<file path="config.mk">
export PLATFORM = sky130hd
export DESIGN_NAME = ps2_rx_fifo_flat
export DESIGN_NICKNAME = d
export VERILOG_FILES = /design/src/rtl/ps2_rx_fifo_pkg.sv /design/src/rtl/ps2_rx_fifo_if.sv /design/src/rtl/ps2_rx_fifo_sync_fifo.sv /design/src/rtl/ps2_rx_fifo.sv /design/src/flat_wrapper.sv
export SDC_FILE = /design/constraint.sdc
export NUM_CORES = 1
export LEC_CHECK = 0
export ABC_AREA = 1
export CAP_MARGIN = 20
export CORE_MARGIN = 2
export CORE_UTILIZATION = 25
export CTS_CLUSTER_SIZE = 16
export DETAILED_ROUTE_END_ITERATION = 6
export SKIP_CTS_REPAIR_TIMING = 1
export SLEW_MARGIN = 5
export SYNTH_ARGS = -nofsm -noshare
export SYNTH_HDL_FRONTEND = slang
export SYNTH_SLANG_ARGS = --single-unit
</file>
<file path="constraint.sdc">
create_clock -name clk -period 4.2 [get_ports clk]
set_input_delay 0.84 -clock clk [delete_from_list [all_inputs] [get_ports clk]]
set_output_delay 0.84 -clock clk [all_outputs]
set_load 0.02 [all_outputs]
</file>
<file path="src/rtl/ps2_rx_fifo_pkg.sv">
// ps2_rx_fifo_pkg
//   Shared constants, frame FSM state encoding and frame-check helper for the
//   PS/2 receive path.
//   Frame layout once fully shifted in (bit 0 received first):
//     [0] start, [8:1] data LSB-first, [9] odd parity, [10] stop.
package ps2_rx_fifo_pkg;

    localparam int PS2_FRAME_BITS = 11;
    localparam int PS2_DATA_BITS  = 8;

    typedef enum logic [1:0] {
        ST_IDLE  = 2'd0,
        ST_RECV  = 2'd1,
        ST_CHECK = 2'd2
    } ps2_state_t;

    // A frame is good when start is 0, stop is 1 and data plus parity hold an
    // odd number of ones.
    function automatic logic frame_ok(input logic [PS2_FRAME_BITS-1:0] f);
        return (f[0] == 1'b0) && (f[PS2_FRAME_BITS-1] == 1'b1) && (^f[PS2_FRAME_BITS-2:1]);
    endfunction

endpackage

</file>
<file path="src/rtl/ps2_rx_fifo_if.sv">
// ps2_rx_fifo_if
//   Consumer-side bundle of the PS/2 receiver.
//   data        head scan-code byte (receiver -> consumer)
//   valid       FIFO not empty       (receiver -> consumer)
//   ready       consumer takes head  (consumer -> receiver)
//   overflow    sticky drop flag     (receiver -> consumer)
//   parity_err  sticky framing flag  (receiver -> consumer)
//   clr_err     clears both flags    (consumer -> receiver)
interface ps2_rx_fifo_if;

    logic [7:0] data;
    logic       valid;
    logic       ready;
    logic       overflow;
    logic       parity_err;
    logic       clr_err;

    modport master (
        output data, valid, overflow, parity_err,
        input  ready, clr_err
    );

    modport slave (
        input  data, valid, overflow, parity_err,
        output ready, clr_err
    );

endinterface

</file>
<file path="src/rtl/ps2_rx_fifo_sync_fifo.sv">
// sync_fifo
//   Single-clock FIFO with power-of-two depth.
//   clk, rst   clock and asynchronous active-low reset
//   push/wdata write request and byte; honoured when not full or popping
//   pop        read request; ignored when empty
//   rdata      entry at the head (registered storage, holds when empty)
//   full/empty occupancy status
module sync_fifo #(
    parameter int WIDTH = 8,
    parameter int DEPTH = 8
) (
    input  logic             clk,
    input  logic             rst,
    input  logic             push,
    input  logic [WIDTH-1:0] wdata,
    input  logic             pop,
    output logic [WIDTH-1:0] rdata,
    output logic             full,
    output logic             empty
);

    localparam int AW = $clog2(DEPTH);

    logic [WIDTH-1:0] mem [DEPTH];
    logic [AW:0]      wr_ptr;
    logic [AW:0]      rd_ptr;
    logic             do_push;
    logic             do_pop;

    // Extra pointer MSB tells a full ring from an empty one.
    assign full    = (wr_ptr[AW] != rd_ptr[AW]) && (wr_ptr[AW-1:0] == rd_ptr[AW-1:0]);
    assign empty   = (wr_ptr == rd_ptr);
    assign do_pop  = pop && !empty;
    // When full, a simultaneous pop frees the slot being written.
    assign do_push = push && (!full || do_pop);
    assign rdata   = mem[rd_ptr[AW-1:0]];

    always_ff @(posedge clk or negedge rst) begin
        if (!rst) begin
            wr_ptr <= '0;
            rd_ptr <= '0;
            for (int i = 0; i < DEPTH; i++) begin
                mem[i] <= '0;
            end
        end else begin
            if (do_push) begin
                mem[wr_ptr[AW-1:0]] <= wdata;
                wr_ptr              <= wr_ptr + 1'b1;
            end
            if (do_pop) begin
                rd_ptr <= rd_ptr + 1'b1;
            end
        end
    end

endmodule

</file>
<file path="src/rtl/ps2_rx_fifo.sv">
// ps2_rx_fifo
//   PS/2 keyboard receiver: synchronises the raw ps2_clk/ps2_data pins,
//   deframes 11-bit frames and queues good scan-code bytes in a FIFO that the
//   consumer drains with valid/ready.
//   clk       system clock
//   rst       asynchronous active-low reset
//   ps2_clk   raw PS/2 clock pin (asynchronous)
//   ps2_data  raw PS/2 data pin (asynchronous)
//   bus       consumer handshake and sticky error flags (ps2_rx_fifo_if)
module ps2_rx_fifo
    import ps2_rx_fifo_pkg::*;
#(
    parameter int DEPTH       = 8,
    parameter int TIMEOUT_CYC = 65536
) (
    input  logic            clk,
    input  logic            rst,
    input  logic            ps2_clk,
    input  logic            ps2_data,
    ps2_rx_fifo_if.master   bus
);

    localparam int TW = (TIMEOUT_CYC > 1) ? $clog2(TIMEOUT_CYC) : 1;

    logic [2:0]                clk_sync;
    logic [2:0]                data_sync;
    logic                      strobe;
    logic                      bit_in;
    ps2_state_t                state;
    logic [3:0]                bit_cnt;
    logic [PS2_FRAME_BITS-1:0] frame;
    logic [TW-1:0]             idle_cnt;
    logic                      push_req;
    logic                      parity_err_q;
    logic                      overflow_q;
    logic                      fifo_full;
    logic                      fifo_empty;
    logic                      fifo_pop;
    logic [PS2_DATA_BITS-1:0]  fifo_rdata;

    // Pins are idle-high, so the synchronisers reset to 1 to avoid a fake edge.
    always_ff @(posedge clk or negedge rst) begin
        if (!rst) begin
            clk_sync  <= '1;
            data_sync <= '1;
        end else begin
            clk_sync  <= {clk_sync[1:0], ps2_clk};
            data_sync <= {data_sync[1:0], ps2_data};
        end
    end

    assign strobe = clk_sync[2] && !clk_sync[1];
    assign bit_in = data_sync[1];

    // Frame FSM. Bits shift in from the top so the start bit ends up in
    // frame[0] once all eleven have arrived. The push request is registered,
    // so a good byte reaches the FIFO the cycle after CHECK.
    always_ff @(posedge clk or negedge rst) begin
        if (!rst) begin
            state        <= ST_IDLE;
            bit_cnt      <= '0;
            frame        <= '0;
            idle_cnt     <= '0;
            push_req     <= 1'b0;
            parity_err_q <= 1'b0;
        end else begin
            push_req <= 1'b0;
            if (bus.clr_err) begin
                parity_err_q <= 1'b0;
            end
            case (state)
                ST_IDLE: begin
                    idle_cnt <= '0;
                    bit_cnt  <= '0;
                    if (strobe && !bit_in) begin
                        frame   <= {bit_in, frame[PS2_FRAME_BITS-1:1]};
                        bit_cnt <= 4'd1;
                        state   <= ST_RECV;
                    end
                end
                ST_RECV: begin
                    if (strobe) begin
                        frame    <= {bit_in, frame[PS2_FRAME_BITS-1:1]};
                        idle_cnt <= '0;
                        if (bit_cnt == 4'(PS2_FRAME_BITS - 1)) begin
                            state <= ST_CHECK;
                        end else begin
                            bit_cnt <= bit_cnt + 4'd1;
                        end
                    end else if (idle_cnt == TW'(TIMEOUT_CYC - 1)) begin
                        state    <= ST_IDLE;
                        idle_cnt <= '0;
                    end else begin
                        idle_cnt <= idle_cnt + 1'b1;
                    end
                end
                ST_CHECK: begin
                    state   <= ST_IDLE;
                    bit_cnt <= '0;
                    if (frame_ok(frame)) begin
                        push_req <= 1'b1;
                    end else begin
                        parity_err_q <= 1'b1;
                    end
                end
                default: state <= ST_IDLE;
            endcase
        end
    end

    assign fifo_pop = bus.ready && !fifo_empty;

    // A good byte is dropped only when the FIFO is full and nothing leaves
    // in the same cycle; a new drop beats a concurrent clear.
    always_ff @(posedge clk or negedge rst) begin
        if (!rst) begin
            overflow_q <= 1'b0;
        end else if (push_req && fifo_full && !fifo_pop) begin
            overflow_q <= 1'b1;
        end else if (bus.clr_err) begin
            overflow_q <= 1'b0;
        end
    end

    sync_fifo #(
        .WIDTH (PS2_DATA_BITS),
        .DEPTH (DEPTH)
    ) u_fifo (
        .clk   (clk),
        .rst   (rst),
        .push  (push_req),
        .wdata (frame[PS2_DATA_BITS:1]),
        .pop   (fifo_pop),
        .rdata (fifo_rdata),
        .full  (fifo_full),
        .empty (fifo_empty)
    );

    assign bus.data       = fifo_rdata;
    assign bus.valid      = !fifo_empty;
    assign bus.overflow   = overflow_q;
    assign bus.parity_err = parity_err_q;

endmodule

</file>
<file path="src/flat_wrapper.sv">
// flat-port wrapper written by rule: the top's interface ports become plain ports
module ps2_rx_fifo_flat import ps2_rx_fifo_pkg::*;
#(
    parameter int DEPTH       = 8,
    parameter int TIMEOUT_CYC = 65536
)
  (clk, rst, ps2_clk, ps2_data, bus_data, bus_valid, bus_overflow, bus_parity_err, bus_ready, bus_clr_err);
  ps2_rx_fifo_if bus_i ();
  input  logic clk;
  input  logic rst;
  input  logic ps2_clk;
  input  logic ps2_data;
  output wire logic [$bits(bus_i.data)-1:0] bus_data;
  output wire logic [$bits(bus_i.valid)-1:0] bus_valid;
  output wire logic [$bits(bus_i.overflow)-1:0] bus_overflow;
  output wire logic [$bits(bus_i.parity_err)-1:0] bus_parity_err;
  input wire logic [$bits(bus_i.ready)-1:0] bus_ready;
  input wire logic [$bits(bus_i.clr_err)-1:0] bus_clr_err;
  assign bus_data = bus_i.data;
  assign bus_valid = bus_i.valid;
  assign bus_overflow = bus_i.overflow;
  assign bus_parity_err = bus_i.parity_err;
  assign bus_i.ready = bus_ready;
  assign bus_i.clr_err = bus_clr_err;
  ps2_rx_fifo #(.DEPTH(DEPTH), .TIMEOUT_CYC(TIMEOUT_CYC)) u_core (.clk(clk), .rst(rst), .ps2_clk(ps2_clk), .ps2_data(ps2_data), .bus(bus_i));
endmodule
</file>
==> metrics <==
status=finished, final reports clean; max cap viols=0; Tmin final=between 3000 and 4000 ps; via count=approximately 4,200; Worst setup EP type=output pin; Syn Inst Count=between 600 and 700; Core Box Area=22,000 sq um; LEAKAGE=between 2 and 3 nW; area leader, netlist=dfrtp_1; Synth Register Bits=113; dpl cells=between 900 and 1,000; power density over cell area=610 nW/um^2; final setup fails=0; layout cells sized above 1=10.4%; Post-Syn Area per Cell=between 8 and 9 sq um; CTS tree=built; fin nets=679; DP Wirelength=7570 microns; unrepaired setup endpoints after global routing=false; crit path cell chain=inv_1 > buf_12 > nor2_1 > o32ai_1 > nand2_1 > nand2_1 > clkdlybuf4s50_1; Fin Setup TNS=0 ps; Die Wd=between 150 and 200 microns; antenna viol nets, final=0; synth unique cells=40; Slew Viols, Final=0; Routed WL=around 12,000 microns; worst-path fanout max=22; Slew headroom=48.5%; die height=around 150 microns; floorplan row count=54; Crit Path Class=reg2out; top cells by area, synth=dfrtp_1, nand2_1, nor2_1; Final period util=79.2%; WP data arrival=2490 ps; Max IR drop VDD=approximately 0.22 mV; Worst path slowest cell=clkdlybuf4s50_1; buffer and inverter count on the worst path=3; hold_ws=around 350 ps; overall power=4.02 mW; ANT cells=0; fin area=6590 sq um; Clock Tree Buf Depth=2; Post-DP Area=5970 sq um; antenna violations before repair=0; Residual DRC=0; H-tree depth=4; Synth Warn #=0; clk_skew=~14 ps; vias in the first global route=4,111; worst min path class=reg2reg; Total Routing Usage GR=10.5%; Area growth, synth to finish=16.9%; GPL Wtd Cong=0.753; post-synthesis sequential area ratio=50.3%; final hold violation count=0; post-synth net total=approximately 670; clk sink count=113; total grt overflow=0; post-route insts no fill=956; clk slew on worst S/H paths=60 ps; Post-Syn Area=approximately 5600 sq um; DIE AREA=about 24,000 sq um; fmax=0.301 GHz; detailed-router iteration count before antenna repair=7; via/cell ratio=4.43; Core Util, Final=30.0%; Ports=17; global-route wire length before repair=20,100 microns; number of port buffers=16; largest delay contributor family on the critical path=buffers and inverters; CP max stage delay=~590 ps; CTS root buf=clkbuf_16; top cell type's share of synthesized area=48.0%; final setup margin=873 ps; TritonCTS Buffers=17; Clock Latency Late Sink=420 ps; Least-Margin Pin Slew=773 ps; FILL cells=2,297; Iter 0 DRT Violations=273; largest net degree at the start of global routing=77; routed len/inst=12.0 microns; most used cell along the critical path=nand2_1; worst path required time=3360 ps; initial core utilization=25.7%; CP Launch Type=register; Post-Place Setup Slack=1110 ps
-- cells in the mapped netlist (all sizes together) --
cell	n
o31ai	2
xnor2	8
clkinv	1
or2	2
inv	44
buf	23
o32ai	16
xor2	12
mux2i	1
clkbuf	6
dfrtp	108
nand4	7
nor3	5
nand2	186
nand3	27
nand3b	1
o21ai	98
dfstp	5
o22ai	1
ha	9
a21oi	5
nor2	87
-- final cells by class --
| class | count | area [sq um] | share of cell area (%) |
|---|---|---|---|
| Sequential cell | 113 | 2830 | 43.0 |
| Clock inverter | 11 | 130 | 1.98 |
| Tap cell | 280 | 350 | 5.32 |
| Multi-Input combinational cell | 467 | 2410 | 36.6 |
| Inverter | 45 | 169 | 2.57 |
| Clock buffer | 20 | 457 | 6.94 |
| Timing Repair Buffer | 20 | 233 | 3.53 |
-- cell families after synthesis --
family	share of synthesized area [%]
simple gates	24.9
compound gates	12.5
flops	50.3
buf+inv	6.86
xor+xnor	3.24
fa+ha+maj	2.00
mux	0.178
-- final timing paths --
check / startpoint / endpoint / slack [ps] / cells after the start
worst max-delay path: u_core.u_fifo.rd_ptr[0]$_DFFE_PN0P_ / bus_data[6] / 870 / 7
worst min-delay path: u_core.data_sync[0]$_DFF_PN1_ / u_core.data_sync[1]$_DFF_PN1_ / 350 / 0
worst max register to register: u_core.state[1]$_DFFE_PN0P_ / u_core.frame[7]$_DFFE_PN0P_ / 1670 / 6
worst min register to register: u_core.data_sync[0]$_DFF_PN1_ / u_core.data_sync[1]$_DFF_PN1_ / 350 / 0
max in group asynchronous: rst / u_core.clk_sync[0]$_DFF_PN1_ / 2990 / 2
min in group asynchronous: rst / u_core.u_fifo.rd_ptr[2]$_DFFE_PN0P_ / 390 / 1
-- registers in the layout, summed over array words and instances, names as in the netlist, 3 cells and up --
register and flops:
u_core.bit_cnt 4, u_core.clk_sync 3, u_core.frame 11, u_core.idle_cnt 16, u_core.u_fifo.mem 64, u_core.u_fifo.rd_ptr 4
u_core.u_fifo.wr_ptr 4
-- routing by layer --
layer  GRT usage (%)  part of all wire, %
met4            3.20                 0.81
met5               0                    0
met1            13.3                   49
met3            3.83                  4.2
met2            16.7                   46
-- cell usage in the layout (no fill, tap or decap), types with 4 or more instances in the layout --
| master | synthesis | layout |
|---|---|---|
| o21ai_1 | 58 | 58 |
| nor2_1 | 84 | 84 |
| nand2_2 | 5 | 5 |
| ha_1 | 9 | 9 |
| a21oi_1 | 5 | 5 |
| nand3_1 | 18 | 18 |
| xnor2_1 | 7 | 7 |
| dfrtp_1 | 108 | 108 |
| clkbuf_16 | 0 | 17 |
| nand3_4 | 8 | 8 |
| clkdlybuf4s50_1 | 0 | 15 |
| xor2_1 | 12 | 12 |
| nor3_1 | 4 | 4 |
| nand4_1 | 7 | 7 |
| dfstp_2 | 5 | 5 |
| inv_1 | 43 | 43 |
| clkinvlp_4 | 0 | 4 |
| o32ai_1 | 16 | 16 |
| nand2_1 | 180 | 180 |
| o21ai_0 | 32 | 32 |
| o21ai_2 | 8 | 8 |
-- report_power, final --
| group | leakage [nW] | switching, mW | total (mW) | internal, mW |
|---|---|---|---|---|
| clock network | 0.275 | 0.521 | 1.42 | 0.904 |
| logic | 1.13 | 0.839 | 1.31 | 0.474 |
| registers | 1.52 | 0.0993 | 1.28 | 1.18 |
| total | 2.93 | 1.46 | 4.02 | 2.56 |
No activity file was read; power rests on OpenSTA's default activity.
